## src/rtl/psec5_readout_sequencer.sv

```systemverilog
// psec5_readout_sequencer: arms PSEC5 channels, waits for a trigger, then reads each enabled channel's bytes out serially.
// Optional feature macro: PSEC5_RD_HEADER_EN prefixes each channel's bytes with a {4'hA, ch} header byte.
module psec5_readout_sequencer #(
    parameter int unsigned NCH       = 8,
    parameter int unsigned SCLK_HALF = 2,
    parameter int unsigned START_W   = 4,
    parameter int unsigned TRIG_TO   = 0
) (
    input  logic           FCLK,
    input  logic           RSTB,
    input  logic           cmd_start,
    input  logic           cmd_abort,
    input  logic [NCH-1:0] chan_mask,
    input  logic           auto_rearm,
    input  logic [NCH-1:0] stop_req,
    input  logic [NCH-1:0] cnt_ser,
    output logic [NCH-1:0] inst_start,
    output logic [NCH-1:0] inst_stop,
    output logic [NCH-1:0] inst_readout,
    output logic [NCH-1:0] load_cnt_ser,
    output logic [2:0]     select_reg,
    output logic [NCH-1:0] spi_clk,
    output logic [7:0]     out_data,
    output logic [3:0]     out_chan,
    output logic           out_last,
    output logic           out_valid,
    input  logic           out_ready,
    output logic           busy,
    output logic           timed_out,
    output logic           err_mask
);
    localparam int unsigned CNT_W   = 32;
    localparam int unsigned CH_W    = 4;
    localparam int unsigned PH_W    = $clog2(2*SCLK_HALF + 1);
    localparam int unsigned PH_LAST = 2*SCLK_HALF - 1;

    typedef enum logic [2:0] {IDLE, ARM, WAIT_TRIG, STOP, RDSTB, LOAD, SHIFT, PUSH} state_t;

    state_t           state_q, state_nx;
    logic [CNT_W-1:0] cnt_q, cnt_nx;
    logic [NCH-1:0]   mask_q, mask_nx;
    logic [CH_W-1:0]  ch_q, ch_nx, first_ch, next_ch;
    logic             more;
    logic [2:0]       b_q, b_nx, bit_q, bit_nx;
    logic [PH_W-1:0]  ph_q, ph_nx;
    logic [7:0]       sr_q, sr_nx;
    logic             hdr_q, hdr_nx;
    logic             tmo_nx, err_nx;
    logic [NCH-1:0]   oh_q, oh_nx;
    logic [NCH-1:0]   inst_start_nx, inst_stop_nx, inst_readout_nx, load_nx, spi_nx;
    logic [2:0]       sel_nx;
    logic [7:0]       data_nx;
    logic [3:0]       chan_nx;
    logic             last_nx, valid_nx, busy_nx;

    // Lowest enabled channel, and the next enabled channel above the current one.
    always_comb begin
        first_ch = '0;
        next_ch  = '0;
        more     = 1'b0;
        for (int i = NCH - 1; i >= 0; i--) begin
            if (mask_q[i]) begin
                first_ch = CH_W'(i);
                if (CH_W'(i) > ch_q) begin
                    next_ch = CH_W'(i);
                    more    = 1'b1;
                end
            end
        end
    end

    // Next state, sequencing counters, and next values of every registered output.
    always_comb begin
        state_nx = state_q;
        mask_nx  = mask_q;
        ch_nx    = ch_q;
        b_nx     = b_q;
        bit_nx   = bit_q;
        ph_nx    = ph_q;
        sr_nx    = sr_q;
        hdr_nx   = hdr_q;
        tmo_nx   = timed_out;
        err_nx   = 1'b0;
        oh_q     = NCH'(1) << ch_q;

        case (state_q)
            IDLE: begin
                if (cmd_start) begin
                    if (chan_mask != '0) begin
                        mask_nx  = chan_mask;
                        tmo_nx   = 1'b0;
                        state_nx = ARM;
                    end else begin
                        err_nx = 1'b1;
                    end
                end
            end
            ARM: if (cnt_q == CNT_W'(START_W - 1)) state_nx = WAIT_TRIG;
            WAIT_TRIG: begin
                if ((stop_req & mask_q) != '0) begin
                    state_nx = STOP;
                end else if (TRIG_TO != 0 && cnt_q == CNT_W'(TRIG_TO - 1)) begin
                    tmo_nx   = 1'b1;
                    state_nx = STOP;
                end
            end
            STOP: begin
                if (cnt_q == CNT_W'(1)) begin
                    ch_nx    = first_ch;
                    b_nx     = '0;
                    state_nx = RDSTB;
                end
            end
            RDSTB: begin
                if (cnt_q == CNT_W'(1)) begin
`ifdef PSEC5_RD_HEADER_EN
                    hdr_nx   = 1'b1;
                    state_nx = PUSH;
`else
                    state_nx = LOAD;
`endif
                end
            end
            LOAD: begin
                if (cnt_q == CNT_W'(2)) begin
                    ph_nx    = '0;
                    bit_nx   = '0;
                    sr_nx    = '0;
                    state_nx = SHIFT;
                end
            end
            SHIFT: begin
                ph_nx = ph_q + PH_W'(1);
                // Last FCLK of the high phase: capture the bit, LSB arrives first.
                if (ph_q == PH_W'(PH_LAST)) begin
                    ph_nx  = '0;
                    sr_nx  = {|(cnt_ser & oh_q), sr_q[7:1]};
                    bit_nx = bit_q + 3'd1;
                    if (bit_q == 3'd7) state_nx = PUSH;
                end
            end
            PUSH: begin
                if (out_ready) begin
                    if (hdr_q) begin
                        hdr_nx   = 1'b0;
                        state_nx = LOAD;
                    end else if (b_q != 3'd6) begin
                        b_nx     = b_q + 3'd1;
                        state_nx = LOAD;
                    end else if (more) begin
                        ch_nx    = next_ch;
                        b_nx     = '0;
                        state_nx = RDSTB;
                    end else begin
                        state_nx = auto_rearm ? ARM : IDLE;
                    end
                end
            end
            default: state_nx = IDLE;
        endcase

        if (cmd_abort) begin
            state_nx = IDLE;
            hdr_nx   = 1'b0;
        end

        cnt_nx = (state_nx != state_q) ? '0 : cnt_q + CNT_W'(1);

        oh_nx           = NCH'(1) << ch_nx;
        inst_start_nx   = (state_nx == ARM)   ? mask_nx : '0;
        inst_stop_nx    = (state_nx == STOP)  ? mask_nx : '0;
        inst_readout_nx = (state_nx == RDSTB) ? oh_nx   : '0;
        load_nx         = (state_nx == LOAD && cnt_nx != '0) ? oh_nx : '0;
        spi_nx          = (state_nx == SHIFT && ph_nx >= PH_W'(SCLK_HALF)) ? oh_nx : '0;
        sel_nx          = (state_nx == LOAD) ? b_nx : select_reg;
        valid_nx        = (state_nx == PUSH);
        data_nx         = out_data;
        chan_nx         = out_chan;
        last_nx         = 1'b0;
        if (state_nx == PUSH) begin
            data_nx = hdr_nx ? {4'hA, ch_nx} : sr_nx;
            chan_nx = ch_nx;
            last_nx = !hdr_nx && (b_nx == 3'd6) && !more;
        end
        busy_nx = (state_nx != IDLE);
    end

    always_ff @(posedge FCLK or negedge RSTB) begin
        if (!RSTB) begin
            state_q      <= IDLE;
            cnt_q        <= '0;
            mask_q       <= '0;
            ch_q         <= '0;
            b_q          <= '0;
            bit_q        <= '0;
            ph_q         <= '0;
            sr_q         <= '0;
            hdr_q        <= 1'b0;
            inst_start   <= '0;
            inst_stop    <= '0;
            inst_readout <= '0;
            load_cnt_ser <= '0;
            select_reg   <= '0;
            spi_clk      <= '0;
            out_data     <= '0;
            out_chan     <= '0;
            out_last     <= 1'b0;
            out_valid    <= 1'b0;
            busy         <= 1'b0;
            timed_out    <= 1'b0;
            err_mask     <= 1'b0;
        end else begin
            state_q      <= state_nx;
            cnt_q        <= cnt_nx;
            mask_q       <= mask_nx;
            ch_q         <= ch_nx;
            b_q          <= b_nx;
            bit_q        <= bit_nx;
            ph_q         <= ph_nx;
            sr_q         <= sr_nx;
            hdr_q        <= hdr_nx;
            inst_start   <= inst_start_nx;
            inst_stop    <= inst_stop_nx;
            inst_readout <= inst_readout_nx;
            load_cnt_ser <= load_nx;
            select_reg   <= sel_nx;
            spi_clk      <= spi_nx;
            out_data     <= data_nx;
            out_chan     <= chan_nx;
            out_last     <= last_nx;
            out_valid    <= valid_nx;
            busy         <= busy_nx;
            timed_out    <= tmo_nx;
            err_mask     <= err_nx;
        end
    end
endmodule
```

## config.mk

```make
export PLATFORM = sky130hd
export DESIGN_NAME = psec5_readout_sequencer
export DESIGN_NICKNAME = d
export VERILOG_FILES = /design/src/rtl/psec5_readout_sequencer.sv
export SDC_FILE = /design/constraint.sdc
export NUM_CORES = 1
export LEC_CHECK = 0
export ABC_AREA = 1
export CAP_MARGIN = 40
export CORE_AREA = 5 5 153 155
export DETAILED_ROUTE_END_ITERATION = 6
export DIE_AREA = 0 0 158 160
export SLEW_MARGIN = 20
export SYNTH_ARGS = -nofsm -noshare
export SYNTH_HDL_FRONTEND = slang
export SYNTH_SLANG_ARGS = --single-unit
```

## constraint.sdc

```tcl
create_clock -name FCLK -period 7.23 [get_ports FCLK]
set_clock_uncertainty 0.2 [all_clocks]
set_input_delay 1.8075 -clock FCLK [delete_from_list [all_inputs] [get_ports FCLK]]
set_output_delay 1.8075 -clock FCLK [all_outputs]
set_load 0.005 [all_outputs]
```

==> results.md, run 1 <==
- Status: finished, final reports clean
- HPWL after detailed placement: 13.4 mm
- Area grow syn2layout: 27.6%
- Mapped Cells: 821
- Kind of critical path: in -> reg
- Max IR drop VDD: 130 uV
- First-pass GRT wire length: 29.4 mm
- Avg WL per Cell: 14.5 microns
- Startpoint Class: input pin
- Routed via count: 5601
- Num ports: 90
- DRC Markers: 0
- Slew headroom: 48.2%
- Hold EP: bit_q[0]$_DFFE_PN0P_
- GR Util All Layers: 14.6%
- FMAX: 243 MHz
- P_leak: 3.98 nW
- Synth Net Count: 859
- Most flop-heavy register: cnt_q
- FF-to-FF End: spi_clk[3]$_DFF_PN0_
- Fillcell total: 2238
- Vias in the first global route: 5688
- FF+latch area: 0.00310 sq mm
- Met2 Use GR: 23.3%
- Max reg flops: 32
- Ys flop type: dfrtp_1
- Final wirelength: 17.6 mm
- CTS H-tree lvls: 4
- Routed vias/inst: 4.61
- Num CTS Buffers: 17
- Async S/R FF share, synth: 100%
- Flop-to-flop setup slack: 4.04 ns
- # resized after CTS: 0
- Final Hold Fails: 0
- Final ANT Viol Nets: 0
- Clk slew on worst S/H paths: 0.06 ns
- Hold Startpoint: bit_q[0]$_DFFE_PN0P_
- PnR worst setup slack: 3.11 ns
- CP Capture Type: register
- Critical path startpoint: out_ready
- Core ar.: 0.0217 sq mm
- # rows: 54
- Syn Std Cell Area: 0.00643 sq mm
- GR peak layer: met2
- GP Congestion: 0.868
- Worst-Skew Late Latency: 0.42 ns
- Initial Util: 29.6%
- Hold buffers post-CTS: 0
- Chip height: 160 microns
- Die X: 158 microns
- Ys Warns: 0
- Number of flops mapped to enable cells by yosys: 0
- Slowest-stage cell, CP: clkdlybuf4s50_1
- Register area share after synthesis: 48.3%
- Gr ovfl total: 0
- Synthesized flop and latch total: 124
- Critical path arrival: 4.22 ns
- Antenna cells: 0
- Worst slack, placed: 2.72 ns
- Library cells used by synthesis: 49
- # port buffers: 88
- Share of post-route cells with drive strength above 1: 8.78%
- Power, Total: 2.07 mW
- 1st-iter DRT viols: 349
- Crit-path most repeated cell: nand2_1
- CTS tree: built
- Crit-path max cell delay: 0.59 ns
- Clock buffer depth: 2
- Fin crit share: 56.9%
- Most frequent cells in the layout: nand2_1 (194), nor2_1 (158), dfrtp_1 (124)
- Synth Area per Inst: 7.83 sq um
- Slew @ Worst Pin: 0.777 ns
- CP Cell Sequence: clkdlybuf4s50_1 -> nand2_1 -> nor2_1 -> nand4_1 -> nand2_1 -> nand2_1 -> nand2_1 -> inv_1 -> nand2_1 -> inv_1 -> o21ai_0 -> o21ai_0
- FF-to-FF path depth: 13
- Setup TNS: 0 ns
- # Post-CTS Setup Buffers: 0
- Full die area: 0.0253 sq mm
- Nets: 959
- Setup violations, final: 0
- Power per cell area: 252 mW/mm^2
- Unrepaired setup endpoints after global routing: false
- Largest net degree at the start of global routing: 84
- Met1 track demand over resource: 19.4%
- Reg2reg start: cnt_q[23]$_DFF_PN0_
- Max-cap violation count: 0
- CTS Sinks: 124
- Max Slew Vio Count: 0
- Initial antenna violation count: 0
- WHS Path Cells: 1
- Utilization after layout: 37.8%
- Multi-input gate area: 0.00285 sq mm
- Hold WC Path Type: reg -> reg
- Drt first pass iters: 5
- Root Driver: clkbuf_16
- Most common cell after layout, fill and taps aside: nand2_1
- Met3 usage: 4.25%
- Min cycle time layout: 4.12 ns
- Crit-path max FO: 20
- WP data required: 7.33 ns
[cell families after synthesis]
family | count (synthesis) | share of synthesized area, %
and+or+nand+nor | 463 | 31.8
DFF | 124 | 48.3
xor gates and xnor gates | 14 | 1.91
AOI/OAI and AO/OA | 89 | 8.97
adders and majority gates | 8 | 1.56
buffers and inverters | 122 | 7.42
other | 1 | 0.0583
[routing by layer]
metal / routed length (microns) / up-vias
met5: 0 / -
met2: 8220 / 124
met3: 993 / 19
met1: 8220 / 2640
li1: - / 2818
met4: 204 / 0
[synth_stat cells (4+ instances only)]
| cell | instances | area [sq um] |
|---|---|---|
| nand4_1 | 11 | 68.8 |
| dfrtp_1 | 124 | 3100 |
| nand2_1 | 194 | 728 |
| nand2_2 | 9 | 56.3 |
| ha_1 | 8 | 100 |
| o22ai_1 | 6 | 37.5 |
| xor2_1 | 14 | 123 |
| o21ai_0 | 31 | 155 |
| nor2_1 | 158 | 593 |
| buf_2 | 6 | 30.0 |
| nor3_1 | 21 | 105 |
| nor2_2 | 15 | 93.8 |
| nand3_2 | 4 | 40.0 |
| nor2_4 | 5 | 56.3 |
| o41ai_1 | 8 | 70.1 |
| inv_1 | 109 | 409 |
| nand3_1 | 29 | 145 |
| a21boi_0 | 7 | 52.6 |
| or2_2 | 4 | 25.0 |
| a21oi_1 | 13 | 65.1 |
[report_power, final]
group	switching [mW]	internal (mW)	total [mW]
sequential	0.0635	0.740	0.803
combinational	0.292	0.156	0.448
clock	0.337	0.480	0.816
total	0.692	1.38	2.07
[layout make-up]
class	count	share of cell area (%)
Timing Repair Buffer	90	11.1
Inverter	113	5.17
Clock inverter	14	1.66
Multi-Input combinational cell	575	34.7
Sequential cell	124	37.8
Tap cell	280	4.27
Clock buffer	18	5.23
[worst max-delay path by stage]
stage,depth (start not counted),slack [ns],to
finish,12,3.11,out_data[2]$_DFFE_PN0P_
global route,12,2.86,out_data[2]$_DFFE_PN0P_
CTS,12,3.18,out_data[2]$_DFFE_PN0P_
detailed placement,12,2.72,out_data[2]$_DFFE_PN0P_
global placement,12,2.78,out_data[2]$_DFFE_PN0P_
floorplan,19,3.73,load_cnt_ser[0]$_DFF_PN0_
[metrics by stage]
stage / hold WS [ns] / cell area [sq um] / instances
global route: 0.303 / 8200 / 1214
CTS: 0.285 / 8180 / 1213
floorplan: 0.250 / 6430 / 821
finish: 0.281 / 8200 / 1214
global placement: 0.268 / 7610 / 1181
detailed placement: 0.272 / 7610 / 1181
[critical path, delay by kind of cell]
| kind | cells | cell delay (ns) |
|---|---|---|
| AND/OR/NAND/NOR | 7 | 1.20 |
| buffers and inverters | 3 | 0.97 |
| AO/OA/AOI/OAI | 2 | 0.24 |
No activity file was read; power rests on OpenSTA's default activity.
==> inputs of run 2 (changes only) <==
clock period = 3.7 ns   (was 7.23 ns; I/O delays follow)
==> results.md, run 2 (synthesis results as in run 1) <==
- Status: finished, final reports clean
- Hold Startpoint: bit_q[0]$_DFFE_PN0P_
- Crit-path max FO: 6 (-70%)
- Full die area: 0.0253 sq mm (unchanged)
- Die X: 158 microns (unchanged)
- Final ANT Viol Nets: 0 (unchanged)
- # port buffers: 88 (unchanged)
- Internal power: 2.68 mW (+95%)
- Max-cap violation count: 0 (unchanged)
- Routed via count: 5745 (+2.6%)
- Most frequent cells in the layout: nand2_1 (194), nor2_1 (158), dfrtp_1 (124)
- GP Congestion: 0.863 (-0.59%)
- Nets: 963 (+0.42%)
- Core ar.: 0.0217 sq mm (unchanged)
- Slew headroom: 51.3% (+3.2 points)
- Fillcell total: 2225 (-0.58%)
- Switching share of power: 32.9% (-0.54 points)
- HPWL after detailed placement: 13.6 mm (+1.5%)
- Vias in the first global route: 5772 (+1.5%)
- Worst slack, placed: 0.281 ns (-2.44 ns)
- Fin crit share: 87.3%
- WP data required: 3.81 ns (-3.52 ns)
- Area grow syn2layout: 27.8%
- Worst-Skew Late Latency: 0.42 ns (about the same)
- Slowest-stage cell, CP: dfrtp_1
- Initial antenna violation count: 0 (unchanged)
- Final wirelength: 17.9 mm (+1.6%)
- # resized after CTS: 0 (unchanged)
- Critical path arrival: 3.34 ns (-0.88 ns)
- Max IR drop VDD: 348 uV (+170%)
- Min cycle time layout: 3.23 ns
- FMAX: 310 MHz
- Antenna cells: 0 (unchanged)
- CP Capture Type: register
- Most flop-heavy register: cnt_q
- Root Driver: clkbuf_16
- CTS Sinks: 124 (unchanged)
- Seq pwr share: 39.2% (+0.4 points)
- Largest net degree at the start of global routing: 73 (-13%)
- Psw: 1.32 mW (+90%)
- Gr ovfl total: 0 (unchanged)
- Share of post-route cells with drive strength above 1: 9.08% (+0.30 points)
- Reg2reg start: cnt_q[23]$_DFF_PN0_
- Setup TNS: 0 ns (unchanged)
- PnR worst setup slack: 0.470 ns (-2.64 ns)
- Routed vias/inst: 4.72 (+2.4%)
- Combinational power share: 22.2% (+0.5 points)
- Crit-path max cell delay: 0.45 ns (-0.14 ns)
- Hold WC Path Type: reg -> reg
- GR Util All Layers: 14.6% (-0.052 points)
- Final Hold Fails: 0 (unchanged)
- Non-Filler Instances: 1216 (+0.16%)
- Placed insts: 1186 (+0.42%)
- Hold buffers post-CTS: 0 (unchanged)
- P_leak: 3.98 nW (about the same)
- CTS H-tree lvls: 4 (unchanged)
- DRC Markers: 0 (unchanged)
- Clock power share: 38.7% (-0.8 points)
- # Post-CTS Setup Buffers: 0 (unchanged)
- Clock buffer depth: 2 (unchanged)
- Critical path startpoint: cnt_q[23]$_DFF_PN0_
- Power per cell area: 487 mW/mm^2 (+93%)
- Clk slew on worst S/H paths: 0.06 ns (about the same)
- Initial Util: 29.6% (unchanged)
- Startpoint Class: register
- Buf/Inv on CP: 0 (-3)
- Power, Total: 4.00 mW (+94%)
- Crit path max-delay family: simple AND/OR/NAND/NOR gates
- CTS tree: built
- Avg WL per Cell: 14.7 microns (+1.4%)
- Utilization after layout: 37.9% (+0.052 points)
- Num CTS Buffers: 17 (unchanged)
- Max reg flops: 32 (unchanged)
- Setup violations, final: 0 (unchanged)
- Slew @ Worst Pin: 0.726 ns (-0.0505 ns)
- Kind of critical path: reg -> reg
- Crit-path most repeated cell: nor2_1
- 1st-iter DRT viols: 326 (-6.6%)
- Most common cell after layout, fill and taps aside: nand2_1
- Unrepaired setup endpoints after global routing: false
- Flop-to-flop setup slack: 0.47 ns (-3.57 ns)
- Num ports: 90 (unchanged)
- Max Slew Vio Count: 0 (unchanged)
- CP Cell Sequence: nor2_1 -> nand2_1 -> nor2_1 -> nand2_2 -> nor4_1 -> nand2_1 -> nor2_1 -> o311ai_0 -> o2111ai_1 -> o21ai_0 -> nor2_1 -> nand2_1 -> nor2_1
- # rows: 54 (unchanged)
- First-pass GRT wire length: 29.4 mm (-0.21%)
- Drt first pass iters: 5 (unchanged)
- Chip height: 160 microns (unchanged)
[run 2: metrics by stage]
step | hold slack (ns) | area (sq um)
3_3_place_gp | 0.269 | 7660
2_1_floorplan | 0.250 | 6430
3_5_place_dp | 0.271 | 7660
4_1_cts | 0.278 | 8210
5_1_grt | 0.307 | 8210
6_report | 0.275 | 8210
[run 2: final timing paths]
kind / to / cells after the start
max in group asynchronous: ch_q[0]$_DFF_PN0_ / 2
min: bit_q[0]$_DFFE_PN0P_ / 1
max reg2reg: inst_readout[3]$_DFF_PN0_ / 13
max: inst_readout[3]$_DFF_PN0_ / 13
min reg2reg: bit_q[0]$_DFFE_PN0P_ / 1
min in group asynchronous: cnt_q[16]$_DFF_PN0_ / 1
[run 2: worst register-to-register path: stages, from the launching register on]
cell and delay, ns:
dfrtp_1 0.45, nor2_1 0.11, nand2_1 0.08, nor2_1 0.13
nand2_2 0.16, nor4_1 0.40, nand2_1 0.22, nor2_1 0.21
o311ai_0 0.17, o2111ai_1 0.11, o21ai_0 0.30, nor2_1 0.23
nand2_1 0.14, nor2_1 0.23
[run 2: metal layers]
| layer | share of wire (%) | up-vias | GRT usage [%] |
|---|---|---|---|
| li1 | - | 2825 | - |
| met1 | 45 | 2723 | 19.5 |
| met2 | 46 | 180 | 22.7 |
| met3 | 7.8 | 17 | 5.01 |
| met4 | 1.1 | 0 | 3.33 |
| met5 | 0 | - | 0 |
[run 2: layout make-up]
| type | instances | area, sq um | area share (%) |
|---|---|---|---|
| multi-input cells | 575 | 2850 | 34.7 |
| well taps | 280 | 350 | 4.27 |
| clock inverters | 13 | 121 | 1.48 |
| flip-flops and latches | 124 | 3100 | 37.8 |
| repair buffers | 94 | 940 | 11.4 |
| clock buffers | 17 | 425 | 5.18 |
| inverters | 113 | 424 | 5.17 |
[run 2: power groups by stage]
stage	clock network, mW	registers, mW	logic [mW]
6_report	1.55	1.57	0.887
3_5_place_dp	0	1.59	0.889
4_1_cts	1.58	1.57	0.893
2_1_floorplan	0	1.54	0.614
3_3_place_gp	0	1.59	0.879
5_1_grt	1.65	1.58	1.01
==> inputs of run 3 (changes only) <==
TNS_END_PERCENT = 10   (was default)
==> results of run 3 <==
The final DEF is identical to that of run 2; final timing and power are the same.
